[config.mk]
export PLATFORM = sky130hd
export DESIGN_NAME = colordetc_ctrl
export DESIGN_NICKNAME = d
export VERILOG_FILES = /design/src/rtl/colordetc_pkg.sv /design/src/rtl/key_debounce.sv /design/src/rtl/colordetc_ctrl.sv
export SDC_FILE = /design/constraint.sdc
export NUM_CORES = 1
export LEC_CHECK = 0
export ABC_AREA = 1
export CAP_MARGIN = 25
export CORE_MARGIN = 2
export CORE_UTILIZATION = 58
export DETAILED_ROUTE_END_ITERATION = 16
export GPL_TIMING_DRIVEN = 0
export PLACE_DENSITY = 0.81
export SYNTH_ARGS = -nofsm -noshare
export SYNTH_HDL_FRONTEND = slang
export SYNTH_HIERARCHICAL = 1
export SYNTH_SLANG_ARGS = --single-unit
[constraint.sdc]
create_clock -name clk -period 1.65 [get_ports clk]
set_input_delay 0.33 -clock clk [delete_from_list [all_inputs] [get_ports clk]]
set_output_delay 0.33 -clock clk [all_outputs]
set_load 0.1 [all_outputs]
[src/rtl/colordetc_pkg.sv]
// colordetc_pkg: shared mode encodings, debouncer states and widths for the colour-detect controller
package colordetc_pkg;
  typedef enum logic [1:0] {
    MODE_G    = 2'b00,
    MODE_R    = 2'b01,
    MODE_B    = 2'b10,
    MODE_PASS = 2'b11
  } mode_t;
  typedef enum logic [1:0] {IDLE, PRESS_WAIT, HELD, RELEASE_WAIT} deb_state_t;
  localparam int HIT_W = 20;
  function automatic mode_t next_mode(mode_t m);
    return mode_t'(m + 2'd1);
  endfunction
endpackage

[src/rtl/key_debounce.sv]
// key_debounce: accepts a key level after DEBOUNCE_CYCLES consecutive equal samples; one-cycle press pulse
module key_debounce
  import colordetc_pkg::*;
#(
  parameter int DEBOUNCE_CYCLES = 500000
) (
  input  logic clk,
  input  logic rst,
  input  logic key_n,
  output logic press
);
  localparam int CW = $clog2(DEBOUNCE_CYCLES + 1);
  localparam logic [CW-1:0] LAST = CW'(DEBOUNCE_CYCLES - 1);
  deb_state_t state, state_n;
  logic [CW-1:0] cnt, cnt_n;
  logic press_n;
  always_ff @(posedge clk) begin
    if (rst) begin
      state <= IDLE;
      cnt   <= '0;
      press <= 1'b0;
    end else begin
      state <= state_n;
      cnt   <= cnt_n;
      press <= press_n;
    end
  end
  // The sample that leaves IDLE/HELD already counts as the first stable one
  always_comb begin
    state_n = state;
    cnt_n   = cnt;
    press_n = 1'b0;
    case (state)
      IDLE: if (!key_n) begin
        state_n = PRESS_WAIT;
        cnt_n   = CW'(1);
      end
      PRESS_WAIT: if (key_n) begin
        state_n = IDLE;
        cnt_n   = '0;
      end else if (cnt == LAST) begin
        state_n = HELD;
        cnt_n   = '0;
        press_n = 1'b1;
      end else cnt_n = cnt + 1'b1;
      HELD: if (key_n) begin
        state_n = RELEASE_WAIT;
        cnt_n   = CW'(1);
      end
      RELEASE_WAIT: if (!key_n) begin
        state_n = HELD;
        cnt_n   = '0;
      end else if (cnt == LAST) begin
        state_n = IDLE;
        cnt_n   = '0;
      end else cnt_n = cnt + 1'b1;
      default: state_n = IDLE;
    endcase
  end
endmodule

[src/rtl/colordetc_ctrl.sv]
// colordetc_ctrl: key-driven mode select applied at frame start, plus per-frame hit counter.
// Define COLORDETC_AUTO_CYCLE_EN to step the mode automatically every FRAMES_PER_STEP frames.
module colordetc_ctrl
  import colordetc_pkg::*;
#(
  parameter int DEBOUNCE_CYCLES = 500000,
  parameter int FRAMES_PER_STEP = 60
) (
  input  logic             clk,
  input  logic             rst,
  input  logic             key_n,
  input  logic             vsync,
  input  logic             pix_valid,
  input  logic             pix_hit,
  output logic [1:0]       ctrl,
  output logic             mode_pend,
  output logic [HIT_W-1:0] hit_count,
  output logic             hit_count_vld
);
  if (DEBOUNCE_CYCLES < 2 || FRAMES_PER_STEP < 1) begin : g_bad_param
    $error("colordetc_ctrl: DEBOUNCE_CYCLES must be >= 2 and FRAMES_PER_STEP >= 1");
  end
  logic [1:0] key_s, vs_s, vs_vld;
  logic vs_d, vs_edge, press, step, hit;
  mode_t ctrl_q, ctrl_n, pend, pend_n, base;
  logic [HIT_W-1:0] acc, acc_n;
  key_debounce #(.DEBOUNCE_CYCLES(DEBOUNCE_CYCLES)) u_deb (
    .clk   (clk),
    .rst   (rst),
    .key_n (key_s[1]),
    .press (press)
  );
`ifdef COLORDETC_AUTO_CYCLE_EN
  localparam int FW = $clog2(FRAMES_PER_STEP + 1);
  logic [FW-1:0] fcnt;
  assign step = vs_edge && fcnt == FW'(FRAMES_PER_STEP - 1);
  always_ff @(posedge clk) begin
    if (rst || press || step) fcnt <= '0;
    else if (vs_edge) fcnt <= fcnt + 1'b1;
  end
`else
  assign step = 1'b0;
`endif
  // vs_vld marks real samples in the synchronizer; until then the previous level reads as high
  always_comb begin
    hit     = pix_valid & pix_hit;
    vs_edge = vs_vld[1] & vs_s[1] & ~vs_d;
    base    = step ? next_mode(pend) : pend;
    ctrl_n  = vs_edge ? base : ctrl_q;
    pend_n  = press ? next_mode(base) : base;
    acc_n   = vs_edge ? HIT_W'(hit) : (hit && acc != '1) ? acc + 1'b1 : acc;
  end
  always_ff @(posedge clk) begin
    if (rst) begin
      key_s         <= 2'b11;
      vs_s          <= 2'b00;
      vs_vld        <= 2'b00;
      vs_d          <= 1'b1;
      ctrl_q        <= MODE_PASS;
      pend          <= MODE_PASS;
      mode_pend     <= 1'b0;
      hit_count     <= '0;
      hit_count_vld <= 1'b0;
      acc           <= '0;
    end else begin
      key_s         <= {key_s[0], key_n};
      vs_s          <= {vs_s[0], vsync};
      vs_vld        <= {vs_vld[0], 1'b1};
      vs_d          <= vs_vld[1] ? vs_s[1] : 1'b1;
      ctrl_q        <= ctrl_n;
      pend          <= pend_n;
      mode_pend     <= pend_n != ctrl_n;
      if (vs_edge) hit_count <= acc;
      hit_count_vld <= vs_edge;
      acc           <= acc_n;
    end
  end
  assign ctrl = ctrl_q;
endmodule

* Word-level counts from Yosys, hierarchy flattened
Cells that the tools add are included.
** Word-level totals
- Flip-flop bits (word level) :: 75
- Input bits :: 6
- Output and inout bits :: 24
- Word-level logic and storage cells :: 61
** Cells by class
- Add/sub/neg operators :: 3
- Equality and inequality tests :: 10
- Mux-type cells :: 19
- Bitwise gates (word level) :: 6
- Reductions and logical operators :: 8
** Operator list (count)
- 19-bit 2-to-1 mux :: 5
- 19-bit case mux with 4 select lines :: 1
- 20-bit by 1-bit adder with 20-bit output, second input constant :: 1
- 20-bit != test, second input constant :: 1
- 19-bit by 1-bit adder with 19-bit output, second input constant :: 1
- 19-bit equality test, second input constant :: 1
- 2-bit 2-to-1 mux :: 8
- 2-bit case mux with 4 select lines :: 1
- 3-bit by 2-bit != test with 1-bit output, second input constant :: 2
- 2-bit equality test, second input constant :: 2
- 1-bit 2-to-1 mux :: 4
- 2-bit != test, second input constant :: 2
- 4-bit AND reduction :: 1
- 2-bit OR reduction :: 2
- 1-bit AND :: 3
- 1-bit inverter :: 3
- 3-bit OR reduction :: 1
- 2-bit by 1-bit adder with 2-bit output, second input constant :: 1
- 2-bit by 1-bit equality test with 1-bit output, second input constant :: 1
- 2-bit logical NOT :: 1
- 2-bit != test :: 1
- 2-bit AND reduction :: 1
- 2-bit nonzero test :: 1
- 1-bit logical AND :: 1

* Depth between registers and ports, before layout
- Depth in word-level cells :: 4
- Mapped depth :: 11
- Mapped depth without buffers :: 11

* Hierarchy
The synthesis kept the hierarchy.
** Modules (own cells, without submodules)
- colordetc_ctrl :: instances 1, cells each 292, area each 2264.7 µm², seq. area each 1061.0 µm²
- key_debounce :: instances 1, cells each 212, area each 1355.0 µm², seq. area each 440.4 µm²

* Least setup slack after synthesis
No wires, ideal clock.
- Path type :: register to register
- Start :: register ctrl_q[0], in the netlist ctrl[0]
- End :: register mode_pend
- Library setup time :: 120 ps
- Arrival time :: 1392 ps
- Setup slack :: 138 ps
- Stages on the path, launching flop included :: 5
- Clock period less this slack :: 1512 ps
- Cells stage by stage :: dfxtp_1 -> nand2_1 -> nand2_1 -> xor2_1 -> a21oi_1
** On the way
- Cells in the longest elaborated chain, start to end :: 2
** Ends and longest elaborated chain
- start: declaration :: line colordetc_ctrl.sv:25 : mode_t ctrl_q, ctrl_n, pend, pend_n, base;
- start signal: assignment :: line colordetc_ctrl.sv:70 : ctrl_q <= ctrl_n;
- 2-bit 2-to-1 mux :: line colordetc_ctrl.sv:49 : ctrl_n = vs_edge ? base : ctrl_q;
- 2-bit != test :: line colordetc_ctrl.sv:72 : mode_pend <= pend_n != ctrl_n;
- end signal: assignment :: line colordetc_ctrl.sv:72
- end: declaration :: line colordetc_ctrl.sv:16 : output logic mode_pend,
Every way passes these cells.
A chain may end at the register's enable or synchronous reset.

* Final worst setup path
- Start :: register hit_count[15]
- End :: output port hit_count[15]
** RTL lines
- start: declaration :: line colordetc_ctrl.sv:17 : output logic [HIT_W-1:0] hit_count,
- start signal: assignment :: line colordetc_ctrl.sv:62 : hit_count <= '0;
- start signal: assignment :: line colordetc_ctrl.sv:73 : if (vs_edge) hit_count <= acc;
No word-level cell between the ends.

==> qor.txt <==
maximum clock insertion buffer count: 2
most common flop cell mapped by yosys: dfxtp_1
core area: 0.005991 mm²
initial antenna violation count: 0
Compound-Gate Fraction of Synth Area: 0.1158
overall power after layout: 3.545 mW
top routing layer in use: met4
wire length per cell: 12.37 µm
overall overflow remaining after global route: 0
Total GRT Usage: 0.2346
static leakage power: 1.650 nW
wire length of the first global-routing pass: 13.41 mm
number of buffer and inverter stages on the critical path: 1
net count of the mapped netlist: 512
family with the most delay on the worst path: buffers and inverters
cts bufs inserted: 9
DR pass1 iterations: 4
clock tree from TritonCTS: yes
Tcrit/Tclk final: 0.9643
placed wire-length estimate after detailed placement: 5.537 mm
layout cells sized above 1: 0.2111
cell chain of the critical path: clkdlybuf4s15_2
fin util: 0.7277
Inserted Diodes: 0
CP Launch Type: flip-flop
PwrDens: 813.1 mW/mm²
shortest period the worst path allows: 1.591 ns
dominant combinational cell family by area after synthesis: simple AND/OR/NAND/NOR gates
sequential cell area fraction in the yosys report: 0.4148
CTS Root Cell: clkbuf_8
Hold Crit Class: reg2reg
average cell area after synthesis: 7.182 µm²
adder and majority gate portion of the synthesized area: 0.006913
Layout Skew: 0.008049 ns
number of I/O pins: 30
total standard cell area after synthesis: 0.003620 mm²
count of endpoints failing setup in the final report: 0
final wirelength: 7.843 mm
fillcell total: 455
Critical-path top delay cell: clkdlybuf4s15_2
Clock transition at path regs: 0.08 ns
share of synthesized area spent on multiplexers: 0
number of endpoints with negative hold slack in the final report: 0
reported max-cap violation count: 0
via count: 3344
maximum vdd drop: 0.5354 mV
result of the run: finished, final reports clean
setup repair after global routing missed its margin: yes
Layout Nets: 562
via/cell ratio: 5.274
overall die area: 0.006889 mm²
crit end category: primary output
met3 wirelength from detailed routing: 289 µm
share of flip-flops with an asynchronous set or reset: 0
width of the die: 83 µm
Crit Path Max Fanout: 2
number of global-route vias before repair: 3041
weighted congestion at the end of routability-driven global placement: 0.9145
met2 layer wire length in the routed design: 3.814 mm
Max-Slew Margin vs Limit: 0.6227
standard-cell rows: 28
post-detailed-route DRC marker count: 0
Post-Synthesis Cells: 504
Worst Tran Pin Value: 0.5659 ns
DRT iter0 DRCs: 211
maximum single-stage delay on the critical path: 0.56 ns
htree depth: 3
routed length on met1: 3.555 mm
Port-buffer cells: 29
worst setup path class: reg2out
number of flip-flops and latches in the synthesized netlist: 75
effective utilization at floorplan: 0.6042
final slew viol count: 0
ANT nets after route: 0
Sink Count: 75
largest net degree at the start of global routing: 14
Arrival @ worst endpoint: 1.26 ns
post-synthesis share of cell area spent on and, or, nand and nor gates: 0.3605
area overhead of the layout relative to synthesis: 20.43%
Crit path required time: 1.32 ns
xor/xnor share of the synthesized area: 0.02178
clock latency on the worst-skew pair: 0.36 ns
count of flip-flops with a built-in enable after synthesis: 0
Yosys warnings: 6
slack of the worst reg-to-reg path: 0.09 ns
maximum clock frequency: 628.5 MHz
Unique masters post-synth: 34
die span in y: 83 µm
[path summary, 6_finish.rpt]
check / start / depth (start not counted) / to
worst max-delay path: hit_count[15]$_SDFFE_PP0P_ / 1 / hit_count[15]
worst min-delay path: vs_s[0]$_SDFF_PP0_ / 2 / vs_s[1]$_SDFF_PP0_
worst max register to register: u_deb/cnt[0]$_SDFFE_PP0P_ / 11 / u_deb/cnt[12]$_SDFFE_PP0P_
worst min register to register: vs_s[0]$_SDFF_PP0_ / 2 / vs_s[1]$_SDFF_PP0_
[layout make-up]
class,instances,area [µm²],share of cell area
clock buffer,10,137.6,0.03157
sequential,75,1516,0.3479
tap,75,93.84,0.02153
timing repair buffer,39,395.4,0.09070
multi-input combinational,358,1861,0.4268
clock inverter,6,63.81,0.01464
inverter,59,221.5,0.05080
buffer,12,70.07,0.01607
[cells in the mapped netlist, types with 8 or more instances]
cell type	n	area, µm²
nand3_1	22	110.1
inv_1	54	202.7
nor2_4	11	123.9
nand4_1	14	87.58
nand2_2	13	81.33
xor2_1	8	70.07
a21oi_1	32	160.2
nand2_1	130	488.0
dfxtp_1	75	1501
nor2_1	52	195.2
o21ai_0	34	170.2
[registers in the layout, indices dropped and copies added (netlist names), named ones only]
| register | count |
|---|---|
| vs_d | 1 |
| hit_count | 20 |
| acc | 20 |
| mode_pend | 1 |
| hit_count_vld | 1 |
| key_s | 2 |
| base | 2 |
| u_deb/state | 1 |
| ctrl | 2 |
| vs_vld | 2 |
| vs_s | 2 |
| u_deb/cnt | 19 |
| u_deb/press | 1 |
[worst min-delay path, stage by stage, from the launching register on]
cell	delay, ns
dfxtp_1	0.30
inv_1	0.04
nor2_1	0.03
[layout by cell type, fill, tap and decap left out, types with 10 or more instances in the layout]
cell	count
a21oi_1	32
buf_4	10
clkbuf_8	10
clkdlybuf4s15_2	24
dfxtp_1	69
inv_1	54
nand2_1	128
nand2_2	13
nand3_1	22
nand4_1	14
nor2_1	51
nor2_4	11
o21ai_0	34
[what timing repair did]
item,in CTS,in global routing
hold buffers,0,0
buffers inserted,3,7
resized for setup,76,15
pin swaps,2,6
setup endpoints to repair,30,19
[cells by family (layout without fill, tap and decap cells)]
kind of cell | after synthesis | in the layout
AO/OA/AOI/OAI | 78 | 78
XOR/XNOR | 9 | 9
adder cells (fa/ha/maj) | 2 | 2
buffers and inverters | 71 | 126
flip-flops | 75 | 75
AND/OR/NAND/NOR | 269 | 269
[routing by layer]
metal | track usage | vias up
li1 | - | 1717
met1 | 0.2798 | 1533
met2 | 0.4076 | 76
met3 | 0.03479 | 18
met4 | 0.1207 | 0
met5 | 0 | -
[stage by stage]
step,area (µm²),instances,setup TNS [ns],setup WS (ns),hold WS (ns)
global route,4359,634,-0.04729,-0.03655,0.4297
floorplan,3620,504,0,0.1377,0.3883
detailed placement,4004,608,-7.943,-0.3039,0.3985
global placement,4004,608,-6.885,-0.2513,0.3915
CTS,4265,627,0,0.004741,0.4096
finish,4359,634,0,0.05896,0.4082
[where the power goes]
group          switching [mW]  leakage, nW  internal [mW]  total [mW]
Sequential             0.0210        0.610           1.83        1.85
Clock                   0.713       0.0987          0.739        1.45
Combinational           0.157        0.941         0.0817       0.239
Note: power is estimated with default switching activity, not from simulation.
